===== src/rtl/addressdecode_cycle_ctrl_if.sv =====
// Dock I/O cycle-control bus: CPU/tile strobes in, qualified cycle signals out.
interface addressdecode_cycle_ctrl_if;
  logic cpu_iorq_n;
  logic cpu_r_w_;
  logic tile_ready_n;
  logic iorq_n;
  logic is_read;
  logic is_write;
  logic cpu_wait_n;
  logic timeout;
  logic busy;

  modport master (
    output cpu_iorq_n, cpu_r_w_, tile_ready_n,
    input  iorq_n, is_read, is_write, cpu_wait_n, timeout, busy
  );

  modport slave (
    input  cpu_iorq_n, cpu_r_w_, tile_ready_n,
    output iorq_n, is_read, is_write, cpu_wait_n, timeout, busy
  );
endinterface


===== src/rtl/addressdecode_cycle_ctrl.sv =====
// Synchronises CPU I/O strobes, detects cycle start and holds the CPU in wait
// states until the tile is ready or a bounded timeout expires.
module addressdecode_cycle_ctrl #(
  parameter int unsigned SYNC_STAGES = 2,
  parameter int unsigned MIN_WAIT    = 1,
  parameter int unsigned TIMEOUT_CYC = 255,
  parameter int unsigned CNT_W       = 8
) (
  input logic                       clk,
  input logic                       rst,
  addressdecode_cycle_ctrl_if.slave bus
);
  typedef enum logic [1:0] {IDLE, SETUP, WAIT, HOLD} state_e;

  localparam logic [CNT_W-1:0] CNT_MAX    = '1;
  localparam logic [CNT_W-1:0] SETUP_LAST = CNT_W'(MIN_WAIT - 1);
  localparam logic [CNT_W-1:0] TO_LIMIT   = CNT_W'(TIMEOUT_CYC);

  // lanes: [2]=iorq_n, [1]=r_w_, [0]=ready_n
  logic [SYNC_STAGES-1:0][2:0] sync_q;
  logic [SYNC_STAGES:0]        vld_pipe_q;
  logic                        iorq_s, rw_s, rdy_s, iorq_prev_q;
  state_e                      state_q, state_d;
  logic [CNT_W-1:0]            cnt_q, cnt_d, cnt_inc;
  logic                        dir_q, dir_d;
  logic iorq_n_q, is_read_q, is_write_q, wait_n_q, timeout_q, busy_q;
  logic iorq_n_d, is_read_d, is_write_d, wait_n_d, timeout_d, busy_d;

  assign {iorq_s, rw_s, rdy_s} = sync_q[SYNC_STAGES-1];
  assign cnt_inc = (cnt_q == CNT_MAX) ? cnt_q : cnt_q + CNT_W'(1);

  always_ff @(posedge clk) begin
    if (rst) begin
      sync_q      <= '1;
      vld_pipe_q  <= '0;
      iorq_prev_q <= 1'b1;
      state_q     <= IDLE;
      cnt_q       <= '0;
      dir_q       <= 1'b0;
      iorq_n_q    <= 1'b1;
      is_read_q   <= 1'b0;
      is_write_q  <= 1'b0;
      wait_n_q    <= 1'b1;
      timeout_q   <= 1'b0;
      busy_q      <= 1'b0;
    end else begin
      sync_q      <= {sync_q[SYNC_STAGES-2:0], {bus.cpu_iorq_n, bus.cpu_r_w_, bus.tile_ready_n}};
      vld_pipe_q  <= {vld_pipe_q[SYNC_STAGES-1:0], 1'b1};
      iorq_prev_q <= iorq_s;
      state_q     <= state_d;
      cnt_q       <= cnt_d;
      dir_q       <= dir_d;
      iorq_n_q    <= iorq_n_d;
      is_read_q   <= is_read_d;
      is_write_q  <= is_write_d;
      wait_n_q    <= wait_n_d;
      timeout_q   <= timeout_d;
      busy_q      <= busy_d;
    end
  end

  always_comb begin
    state_d   = state_q;
    cnt_d     = cnt_q;
    dir_d     = dir_q;
    timeout_d = 1'b0;
    unique case (state_q)
      // The preset sync chain fakes a high level after reset; an edge only
      // counts once the previous-cycle sample is real input data.
      IDLE: if (vld_pipe_q[SYNC_STAGES] && iorq_prev_q && !iorq_s) begin
        state_d = SETUP;
        dir_d   = rw_s;
        cnt_d   = '0;
      end
      SETUP: begin
        if (iorq_s) state_d = IDLE;
        else if (cnt_q == SETUP_LAST) begin
          // The exit edge doubles as the first ready check, so an already
          // ready tile costs no WAIT cycles.
          cnt_d   = '0;
          state_d = rdy_s ? WAIT : HOLD;
        end else cnt_d = cnt_inc;
      end
      WAIT: begin
        if (iorq_s) state_d = IDLE;
        else if (!rdy_s) state_d = HOLD;
        else begin
          cnt_d = cnt_inc;
          if (TIMEOUT_CYC != 0 && cnt_inc == TO_LIMIT) begin
            state_d   = HOLD;
            timeout_d = 1'b1;
          end
        end
      end
      HOLD: if (iorq_s) state_d = IDLE;
      default: state_d = IDLE;
    endcase

    busy_d     = (state_d != IDLE);
    iorq_n_d   = (state_d == IDLE);
    is_read_d  = busy_d && dir_d;
    is_write_d = busy_d && !dir_d;
    wait_n_d   = !(state_d == SETUP || state_d == WAIT);
  end

  assign bus.iorq_n     = iorq_n_q;
  assign bus.is_read    = is_read_q;
  assign bus.is_write   = is_write_q;
  assign bus.cpu_wait_n = wait_n_q;
  assign bus.timeout    = timeout_q;
  assign bus.busy       = busy_q;
endmodule

===== src/flat_wrapper.sv =====
// flat-port wrapper written by rule: the top's interface ports become plain ports
module addressdecode_cycle_ctrl_flat 
#(
  parameter int unsigned SYNC_STAGES = 2,
  parameter int unsigned MIN_WAIT    = 1,
  parameter int unsigned TIMEOUT_CYC = 255,
  parameter int unsigned CNT_W       = 8
)
  (clk, rst, bus_cpu_iorq_n, bus_cpu_r_w_, bus_tile_ready_n, bus_iorq_n, bus_is_read, bus_is_write, bus_cpu_wait_n, bus_timeout, bus_busy);
  addressdecode_cycle_ctrl_if bus_i ();
  input logic clk;
  input logic rst;
  input wire logic [$bits(bus_i.cpu_iorq_n)-1:0] bus_cpu_iorq_n;
  input wire logic [$bits(bus_i.cpu_r_w_)-1:0] bus_cpu_r_w_;
  input wire logic [$bits(bus_i.tile_ready_n)-1:0] bus_tile_ready_n;
  output wire logic [$bits(bus_i.iorq_n)-1:0] bus_iorq_n;
  output wire logic [$bits(bus_i.is_read)-1:0] bus_is_read;
  output wire logic [$bits(bus_i.is_write)-1:0] bus_is_write;
  output wire logic [$bits(bus_i.cpu_wait_n)-1:0] bus_cpu_wait_n;
  output wire logic [$bits(bus_i.timeout)-1:0] bus_timeout;
  output wire logic [$bits(bus_i.busy)-1:0] bus_busy;
  assign bus_i.cpu_iorq_n = bus_cpu_iorq_n;
  assign bus_i.cpu_r_w_ = bus_cpu_r_w_;
  assign bus_i.tile_ready_n = bus_tile_ready_n;
  assign bus_iorq_n = bus_i.iorq_n;
  assign bus_is_read = bus_i.is_read;
  assign bus_is_write = bus_i.is_write;
  assign bus_cpu_wait_n = bus_i.cpu_wait_n;
  assign bus_timeout = bus_i.timeout;
  assign bus_busy = bus_i.busy;
  addressdecode_cycle_ctrl #(.SYNC_STAGES(SYNC_STAGES), .MIN_WAIT(MIN_WAIT), .TIMEOUT_CYC(TIMEOUT_CYC), .CNT_W(CNT_W)) u_core (.clk(clk), .rst(rst), .bus(bus_i));
endmodule

===== config.mk =====
export PLATFORM = sky130hd
export DESIGN_NAME = addressdecode_cycle_ctrl_flat
export DESIGN_NICKNAME = d
export VERILOG_FILES = /design/src/rtl/addressdecode_cycle_ctrl_if.sv /design/src/rtl/addressdecode_cycle_ctrl.sv /design/src/flat_wrapper.sv
export SDC_FILE = /design/constraint.sdc
export NUM_CORES = 1
export LEC_CHECK = 0
export BUFFER_PORTS_ARGS = -buffer_cell sky130_fd_sc_hd__buf_2
export CAP_MARGIN = 20
export CORE_ASPECT_RATIO = 1.25
export CORE_MARGIN = 2
export CORE_UTILIZATION = 58
export CTS_CLUSTER_SIZE = 16
export DETAILED_ROUTE_END_ITERATION = 10
export PLACE_DENSITY = 0.89
export SLEW_MARGIN = 40
export SYNTH_ARGS = -nofsm -noshare
export SYNTH_HDL_FRONTEND = slang
export SYNTH_SLANG_ARGS = --single-unit

===== constraint.sdc =====
create_clock -name clk -period 3.1 [get_ports clk]
set_input_delay 0.155 -clock clk [delete_from_list [all_inputs] [get_ports clk]]
set_output_delay 0.155 -clock clk [all_outputs]
set_load 0.01 [all_outputs]

==> results_dict.tcl, run 1 <==
set metrics [dict create \
    chipHeight_um 58.7 \
    cp_cell_sequence "ha_1 > nand2_2 > nor4_1 > or3_1 > o2111ai_4 > a211o_1 > ha_1 > or2_2" \
    critPathBufInv 0 \
    crit_top_cell "ha_1" \
    numPortBuffers 10 \
    worst-setup-path-type "register to register" \
    startpoint "u_core.cnt_q[0]" \
    grt_pass1_vias 1008 \
    hold_viol_final 0 \
    vias 1122 \
    setup_viol 0 \
    routed.top_layer "met4" \
    dp_hpwl_mm 2.01 \
    fin_skew_ns 0.00965 \
    p_leak_nw 0.540 \
    min_path_cells 2 \
    async_reset_ff_share_pct 0 \
    rsz0062_at_grt "false" \
    setup_tns_ns 0 \
    critPathLaunchType "register" \
    cts_buffers 3 \
    hold_ws_ns 0.0229 \
    synth_edf_count 0 \
    finalMaxSlewViolations 0 \
    wl_met3_um 134 \
    layout.nets 174 \
    root_buffer "clkbuf_4" \
    min_from "bus_tile_ready_n" \
    path_delay_family "simple AND/OR/NAND/NOR gates" \
    antenna_found_initial 0 \
    die_w_um 47.8 \
    drt-met1-wl_mm 1.26 \
    cpPeakStageDelay_ns 0.47 \
    wl_per_cell_um 14.9 \
    synthCells 148 \
    synth.distinct_cells 46 \
    routabilityCongestion 1.03 \
    first_pass_iters 4 \
    start_util_pct 62.2 \
    period_minus_slack_ns 2.36 \
    grt.total_usage_pct 23.0 \
    layout-drive-gt1-share_pct 22.0 \
    die_area_um2 2810 \
    maxCapViolations 0 \
    postCtsResizedCells 0 \
    crit_cells 8 \
    cts_tree "done" \
    postRouteAntennaNets 0 \
    worst_pin_slew_ns 0.515 \
    worstPathRequired_ns 3.33 \
    grt_pass1_wl_mm 4.71 \
    syn_avg_cell_area_um2 9.39 \
    worstSkewPairLatency_ns 0.33 \
    endpoint_kind "register" \
    synth-seq-cells 27 \
    drc 0 \
    drt-total-wl_mm 2.83 \
    r2r-start "u_core.cnt_q[0]" \
    htree_levels 1 \
    netlist_area_um2 1390 \
    syn-num-nets 162 \
    path_max_fanout 8 \
    io_pins 11 \
    synthToLayoutAreaGrowth_pct 7.74 \
    grt_max_degree 23 \
    antenna_cells 0 \
    cts_sinks 27 \
    slew_headroom_pct 65.4 \
    yosysSeqAreaShare_pct 38.9 \
    hp-class "input port to register" \
    clk_pin_slew_ns 0.15 \
    std_cell_rows 19 \
    cts_max_path_buffers 2 \
    drtIter0Drc 30 \
    status "completed" \
    ir_drop_v 0.000456 \
    p_per_area_nw_per_um2 502 \
    synth_flop_cell "dfxtp_1" \
    fmax_ghz 0.424 \
    met2_length_mm 1.40 \
    ys_warn_count 0 \
    core_region_area_um2 2230 \
    r2r_cells 8 \
    post-route-period-util_pct 76.1 \
    slowest_stage "dfxtp_1" \
    arrival_ns 2.59 \
    vias_per_cell 5.91 \
    grt_overflow 0 \
]
[layer usage]
metal,global-route usage [%],vias to the layer above
met1,32.4,520
met3,2.15,4
met4,7.72,0
li1,-,563
met5,0,-
met2,36.4,35
[state kept, by name, summed over array words and instances (netlist names), 2 cells and up]
name	count
u_core.cnt_q	8
u_core.state_q	2
u_core.sync_q	3
u_core.vld_pipe_q	3
[placed cells by master, fill, tap and decap left out, types with 5 or more instances in the layout]
master / Yosys / final
nor2_1: 5 / 5
a21oi_1: 10 / 10
inv_1: 7 / 7
nand4_1: 5 / 5
nand3_1: 7 / 7
a211oi_1: 5 / 5
nand2_1: 9 / 9
buf_2: 1 / 10
dfxtp_1: 27 / 27
a31oi_1: 5 / 5
ha_1: 9 / 9
or2_2: 7 / 7
[power breakdown]
part           switching, W  internal (W)  total, W
sequential        0.0000157      0.000374  0.000390
combinational      0.000116     0.0000904  0.000206
clock              0.000106     0.0000494  0.000155
total              0.000238      0.000514  0.000751
[metrics by stage]
step	util (%)	std cells	setup slack, ns	area, µm²	total power, W
6_report	67.0	190	0.740	1500	0.000751
3_5_place_dp	64.8	184	0.780	1450	0.000600
3_3_place_gp	64.8	184	0.871	1450	0.000592
2_1_floorplan	-	148	0.937	1390	0.000548
5_1_grt	67.0	190	0.580	1500	0.000789
4_1_cts	67.0	190	0.754	1500	0.000754
[kinds of logic (layout without fill, tap and decap cells)]
logic type	after synthesis	in the layout	share of synthesized area, %
AOI/OAI and AO/OA	39	39	22.2
and+or+nand+nor	58	58	24.3
muxes	2	2	1.80
DFF	27	27	38.9
adders and majority gates	9	9	8.10
buffers and inverters	13	24	4.68
[final cells by class]
| class | instances | area, µm² |
|---|---|---|
| clock buffers | 3 | 22.5 |
| clock inverters | 1 | 7.51 |
| fillers | 189 | 737 |
| inverters | 7 | 26.3 |
| multi-input cells | 108 | 785 |
| flip-flops and latches | 27 | 541 |
| well taps | 31 | 38.8 |
| repair buffers | 13 | 77.6 |
[path summary, 6_finish.rpt]
check,endpoint,slack (ns)
max,u_core.bus.iorq_n,0.74
min,u_core.sync_q[0],0.02
max reg2reg,u_core.bus.iorq_n,0.74
min reg2reg,u_core.rdy_s,0.43
[cells in the mapped netlist (3+ instances only)]
| cell type | count | area share, % |
|---|---|---|
| a211oi_1 | 5 | 2.7 |
| a21oi_1 | 10 | 3.6 |
| a31oi_1 | 5 | 2.3 |
| and2_1 | 3 | 1.4 |
| dfxtp_1 | 27 | 39 |
| ha_1 | 9 | 8.1 |
| inv_1 | 7 | 1.9 |
| nand2_1 | 9 | 2.4 |
| nand2b_1 | 4 | 1.8 |
| nand3_1 | 7 | 2.5 |
| nand4_1 | 5 | 2.3 |
| nor2_1 | 5 | 1.4 |
| nor3_1 | 3 | 1.1 |
| o21ai_0 | 4 | 1.4 |
| or2_2 | 7 | 3.2 |
[what timing repair did]
item	4_1_cts	5_1_grt
endpoints found under the setup margin	0	0
hold endpoints to repair	2	0
hold buffers	2	0
setup buffers	0	0
Note: power is estimated with default switching activity, not from simulation.
==> inputs of run 2 (changes only) <==
clock period = 2.4 ns   (was 3.1 ns; I/O delays follow)
==> run 2 against run 1 <==
Compared with the run above: largest power group unchanged; critical endpoint unchanged; critical path depth up 1; clock skew decreased by 0.0024 ns; via count grew 6.6%; combinational power increased by 35%; first-iteration DRC count is 110% higher; non-clock buffer count is 4 higher; clock-buffer cell count unchanged; flip-flop and latch count unchanged.
==> results_dict.tcl, run 2 (same netlist as run 1, synthesis figures left out) <==
set metrics [dict create \
    postLayoutCellArea_um2 1560 \
    layout-drive-gt1-share_pct 27.6 \
    worstReg2RegEnd "u_core.bus.iorq_n" \
    cts_buffers 3 \
    vias_per_cell 6.16 \
    ir_drop_v 0.000575 \
    setup_viol 0 \
    cts_max_path_buffers 2 \
    slowest_stage "dfxtp_4" \
    place_area_um2 1450 \
    cp-endpoint "u_core.bus.iorq_n" \
    arrival_ns 2.49 \
    cts_tree "done" \
    power_w 0.000980 \
    status "completed" \
    cp_cell_sequence "inv_1 > ha_1 > nor4b_4 > a21oi_1 > o21ai_1 > a21oi_1 > a211o_1 > ha_1 > or2_2" \
    largestRegisters "u_core.cnt_q x8, u_core.sync_q x3, u_core.vld_pipe_q x3" \
    start_util_pct 62.2 \
    std_cell_rows 19 \
    finalMaxSlewViolations 0 \
    first_pass_iters 4 \
    grt_max_degree 23 \
    vias 1196 \
    clk_pin_slew_ns 0.15 \
    antenna_found_initial 0 \
    r2r_cells 9 \
    grt_pass1_vias 1093 \
    cts_sinks 27 \
    rsz0062_at_grt "false" \
    root_buffer "clkbuf_4" \
    hp-class "input port to register" \
    antenna_cells 0 \
    worst_pin_slew_ns 0.551 \
    largest_reg_flops 8 \
    hold_viol_final 0 \
    regMostFlops "u_core.cnt_q" \
    r2r_slack_ns 0.13 \
    slew_headroom_pct 63.0 \
    setup_tns_ns 0 \
    instances_no_fill 194 \
    dp_hpwl_mm 1.96 \
    crit_cells 9 \
    die_area_um2 2810 \
    htree_levels 1 \
    wl_per_cell_um 15.9 \
    startpoint "u_core.cnt_q[0]" \
    critPathBufInv 1 \
    endpoint_kind "register" \
    final_common_cell "dfxtp_1" \
    p_leak_nw 0.576 \
    grt.total_usage_pct 24.1 \
    numPortBuffers 10 \
    postRouteAntennaNets 0 \
    period_minus_slack_ns 2.27 \
    fmax_ghz 0.441 \
    core_region_area_um2 2230 \
    routabilityCongestion 1.03 \
    critPathLaunchType "register" \
    drc 0 \
    post-route-period-util_pct 94.4 \
    layout.nets 178 \
    synthToLayoutAreaGrowth_pct 12.3 \
    final_core_util_pct 69.9 \
    drt-total-wl_mm 3.09 \
    worst-setup-path-type "register to register" \
    r2r-start "u_core.cnt_q[0]" \
    grt_overflow 0 \
    grt_pass1_wl_mm 4.97 \
    chipHeight_um 58.7 \
    die_w_um 47.8 \
    worstSkewPairLatency_ns 0.32 \
    path_max_fanout 7 \
    maxCapViolations 0 \
    cpPeakStageDelay_ns 0.39 \
    p_per_area_nw_per_um2 628 \
    dp.cells 184 \
    path_delay_family "compound AO/OA/AOI/OAI gates" \
    io_pins 11 \
    mostFrequentLayoutCells "23 x dfxtp_1, 10 x a21oi_1, 10 x buf_2" \
    fin_skew_ns 0.00726 \
    worstPathRequired_ns 2.63 \
    drtIter0Drc 62 \
]
-- run 2: changes by cell type in the layout (fill, tap and decap cells not counted), sizes merged --
cell,delta
buf,+3
dlygate4sd3,+1
-- run 2: power by group --
part	total (W)	internal, W	switching [W]
Combinational	0.000278	0.000121	0.000158
Clock	0.000200	0.0000636	0.000137
Sequential	0.000501	0.000481	0.0000201
-- run 2: timing repair --
action,CTS,global route
buffers inserted,0,3
resized for setup,1,9
endpoints found under the hold margin,3,0
pin swaps,0,3
endpoints found under the setup margin,1,5
hold buffers,3,0
cloned,0,0
-- run 2: final cells by class --
type                       count  area (µm²)
tap                           31        38.8
clock inverter                 1        7.51
multi-input combinational    108         806
clock buffer                   3        22.5
fill                         159         673
inverter                       7        26.3
timing repair buffer          17         110
sequential                    27         551
-- run 2: per-layer routing --
layer  up-vias  global-route usage, %  wire length, µm  part of all wire [%]
li1        574                      -                -                     -
met1       570                   34.0             1300                    42
met2        48                   37.5             1580                    51
met3         4                   3.37              180                   5.8
met4         0                   7.72               23                  0.75
met5         -                      0                0                     0
-- run 2: per-stage QoR --
step                      worst slack, ns  hold slack, ns
after CTS                          0.0261           0.202
after floorplan                     0.237           0.194
after global routing              0.00649           0.204
after detailed placement           0.0852           0.305
after global placement              0.173           0.306
final                               0.134           0.204
-- run 2: worst register-to-register path: stages, from the launching register on --
cell and delay (ns):
dfxtp_4 0.39, inv_1 0.06, ha_1 0.16, nor4b_4 0.28, a21oi_1 0.12, o21ai_1 0.23
a21oi_1 0.14, a211o_1 0.33, ha_1 0.18, or2_2 0.26
-- run 2: how the worst min path moves through the flow --
stage / startpoint / endpoint / slack (ns) / cells past startpoint
floorplan: rst / u_core.bus.busy / 0.19 / 1
finish: rst / u_core.dir_q / 0.20 / 2
detailed placement: bus_cpu_iorq_n / u_core.sync_q[2] / 0.31 / 2
global placement: bus_cpu_iorq_n / u_core.sync_q[2] / 0.31 / 2
global route: rst / u_core.vld_pipe_q[2] / 0.20 / 2
CTS: rst / u_core.vld_pipe_q[1] / 0.20 / 2
==> inputs of run 3 (changes only) <==
GPL_TIMING_DRIVEN = 0   (was unset)
==> run 3 against run 2 <==
Compared with the run above: clock skew fell by 0.0035 ns; fmax fell by 0.16%; utilization rose by 0.28 points; critical endpoint unchanged; largest cell class unchanged; highest routed layer unchanged; via count fell by 3.1%.
==> results_dict.tcl, run 3 (same netlist as run 1, synthesis figures left out) <==
set metrics [dict create \
    die_area_um2 2810 \
    netSwitchingPower_w 0.000314 \
    vias 1159 \
    vias_per_cell 5.88 \
    worst_slack_ns 0.131 \
    start_util_pct 62.2 \
    final_common_cell "dfxtp_1" \
    std_cell_rows 19 \
    dp.cells 189 \
    antenna_found_initial 0 \
    p_per_area_nw_per_um2 627 \
    r2r_cells 9 \
    grt.total_usage_pct 25.0 \
    layout.nets 181 \
    gr-usage-met3_pct 3.68 \
    place_area_um2 1480 \
    chipHeight_um 58.7 \
    cp_cell_sequence "inv_1 > ha_1 > nand2b_1 > a211oi_1 > or3_1 > o2111ai_4 > a211o_1 > ha_1 > or2_2" \
    fmax_ghz 0.441 \
    wl_per_cell_um 15.3 \
    slew_headroom_pct 64.7 \
    synthToLayoutAreaGrowth_pct 12.8 \
    place_ws_ns 0.0530 \
    ir_drop_v 0.000611 \
    instances_no_fill 197 \
    clk_pin_slew_ns 0.15 \
    intPower_w 0.000670 \
    post-route-period-util_pct 94.6 \
    post-cts-setup-buffer-count 0 \
    slowest_stage "dfxtp_2" \
    worstReg2RegEnd "u_core.bus.iorq_n" \
    status "completed" \
    cts_buffers 3 \
    cpPeakStageDelay_ns 0.42 \
    switching_share_pct 31.9 \
    core_region_area_um2 2230 \
    worst-setup-path-type "register to register" \
    fin_skew_ns 0.00373 \
    postRouteAntennaNets 0 \
    hold_ws_ns 0.430 \
    r2r_slack_ns 0.13 \
    postLayoutCellArea_um2 1570 \
    worstSkewPairLatency_ns 0.32 \
    setup_viol 0 \
    endpoint_kind "register" \
    drt-total-wl_mm 3.02 \
    path_delay_family "compound AO/OA/AOI/OAI gates" \
    period_minus_slack_ns 2.27 \
    cts_sinks 27 \
    clockPowerShare_pct 20.3 \
    hold_viol_final 0 \
    die_w_um 47.8 \
    setup_tns_ns 0 \
    gr-usage-met1_pct 28.1 \
    hp-class "register to register" \
    groute.layer.met2.usage_pct 46.9 \
    arrival_ns 2.50 \
    first_pass_iters 4 \
    antenna_cells 0 \
    p_leak_nw 0.582 \
    grt_max_degree 17 \
    cts_tree "done" \
    grt_overflow 0 \
    critPathBufInv 1 \
    numPortBuffers 10 \
    drtIter0Drc 15 \
    crit_top_cell "ha_1" \
    startpoint "u_core.cnt_q[0]" \
    htree_levels 1 \
    cp-endpoint "u_core.bus.iorq_n" \
    io_pins 11 \
    grt_pass1_wl_mm 5.12 \
    dp_hpwl_mm 2.18 \
    maxCapViolations 0 \
    regMostFlops "u_core.cnt_q" \
    r2r-start "u_core.cnt_q[0]" \
    rsz0062_at_grt "false" \
    grt_pass1_vias 1165 \
    drc 0 \
    largestRegisters "u_core.cnt_q x8, u_core.sync_q x3, u_core.vld_pipe_q x3" \
    largest_reg_flops 8 \
    crit_cells 9 \
    cts_max_path_buffers 2 \
    critPathLaunchType "register" \
    finalMaxSlewViolations 0 \
    worstPathRequired_ns 2.63 \
    path_max_fanout 8 \
    worst_pin_slew_ns 0.529 \
    pwr-share-seq_pct 51.4 \
    routabilityCongestion 0.904 \
    root_buffer "clkbuf_4" \
    p_comb_share_pct 28.3 \
    grt.busiest_layer "met2" \
    mostFrequentLayoutCells "25 x dfxtp_1, 11 x buf_2, 10 x a21oi_1" \
    layout-drive-gt1-share_pct 25.3 \
]
[run 3: repair_timing]
| item | CTS | global route |
|---|---|---|
| hold buffers | 4 | 0 |
| endpoints found under the setup margin | 0 | 5 |
| resized for setup | 0 | 5 |
| hold endpoints to repair | 4 | 0 |
[run 3: how the worst min path moves through the flow]
stage | startpoint | slack, ns | cells past startpoint | to
after floorplan | rst | 0.19 | 1 | u_core.bus.busy
after global placement | bus_cpu_iorq_n | 0.30 | 2 | u_core.sync_q[2]
after detailed placement | bus_tile_ready_n | 0.31 | 2 | u_core.sync_q[0]
after CTS | u_core.sync_q[2] | 0.43 | 1 | u_core.iorq_s
after global routing | u_core.sync_q[0] | 0.44 | 1 | u_core.rdy_s
final | u_core.sync_q[2] | 0.43 | 1 | u_core.iorq_s
[run 3: per-layer routing]
metal  routed length, µm  share of wire (%)
met2                1720                 57
met3                  82                2.7
met4                  19               0.63
met5                   0                  0
met1                1200                 40
[run 3: metrics by stage]
stage	total power (W)	utilization, %
floorplan	0.000708	-
global placement	0.000767	66.2
finish	0.000983	70.2
CTS	0.000976	69.3
global route	0.00104	70.2
detailed placement	0.000778	66.2
[run 3: layout make-up]
| class | instances | area [µm²] |
|---|---|---|
| Multi-Input combinational cell | 108 | 801 |
| Fill cell | 182 | 667 |
| Sequential cell | 27 | 543 |
| Timing Repair Buffer | 14 | 90.1 |
| Buffer | 6 | 38.8 |
| Tap cell | 31 | 38.8 |
| Inverter | 7 | 26.3 |
| Clock buffer | 3 | 22.5 |
| Clock inverter | 1 | 7.51 |
[run 3: power groups by stage]
stage	sequential [W]	clock (W)	combinational, W
floorplan	0.000519	0	0.000189
global placement	0.000510	0	0.000257
detailed placement	0.000513	0	0.000265
CTS	0.000503	0.000199	0.000273
global route	0.000508	0.000217	0.000312
finish	0.000505	0.000200	0.000279
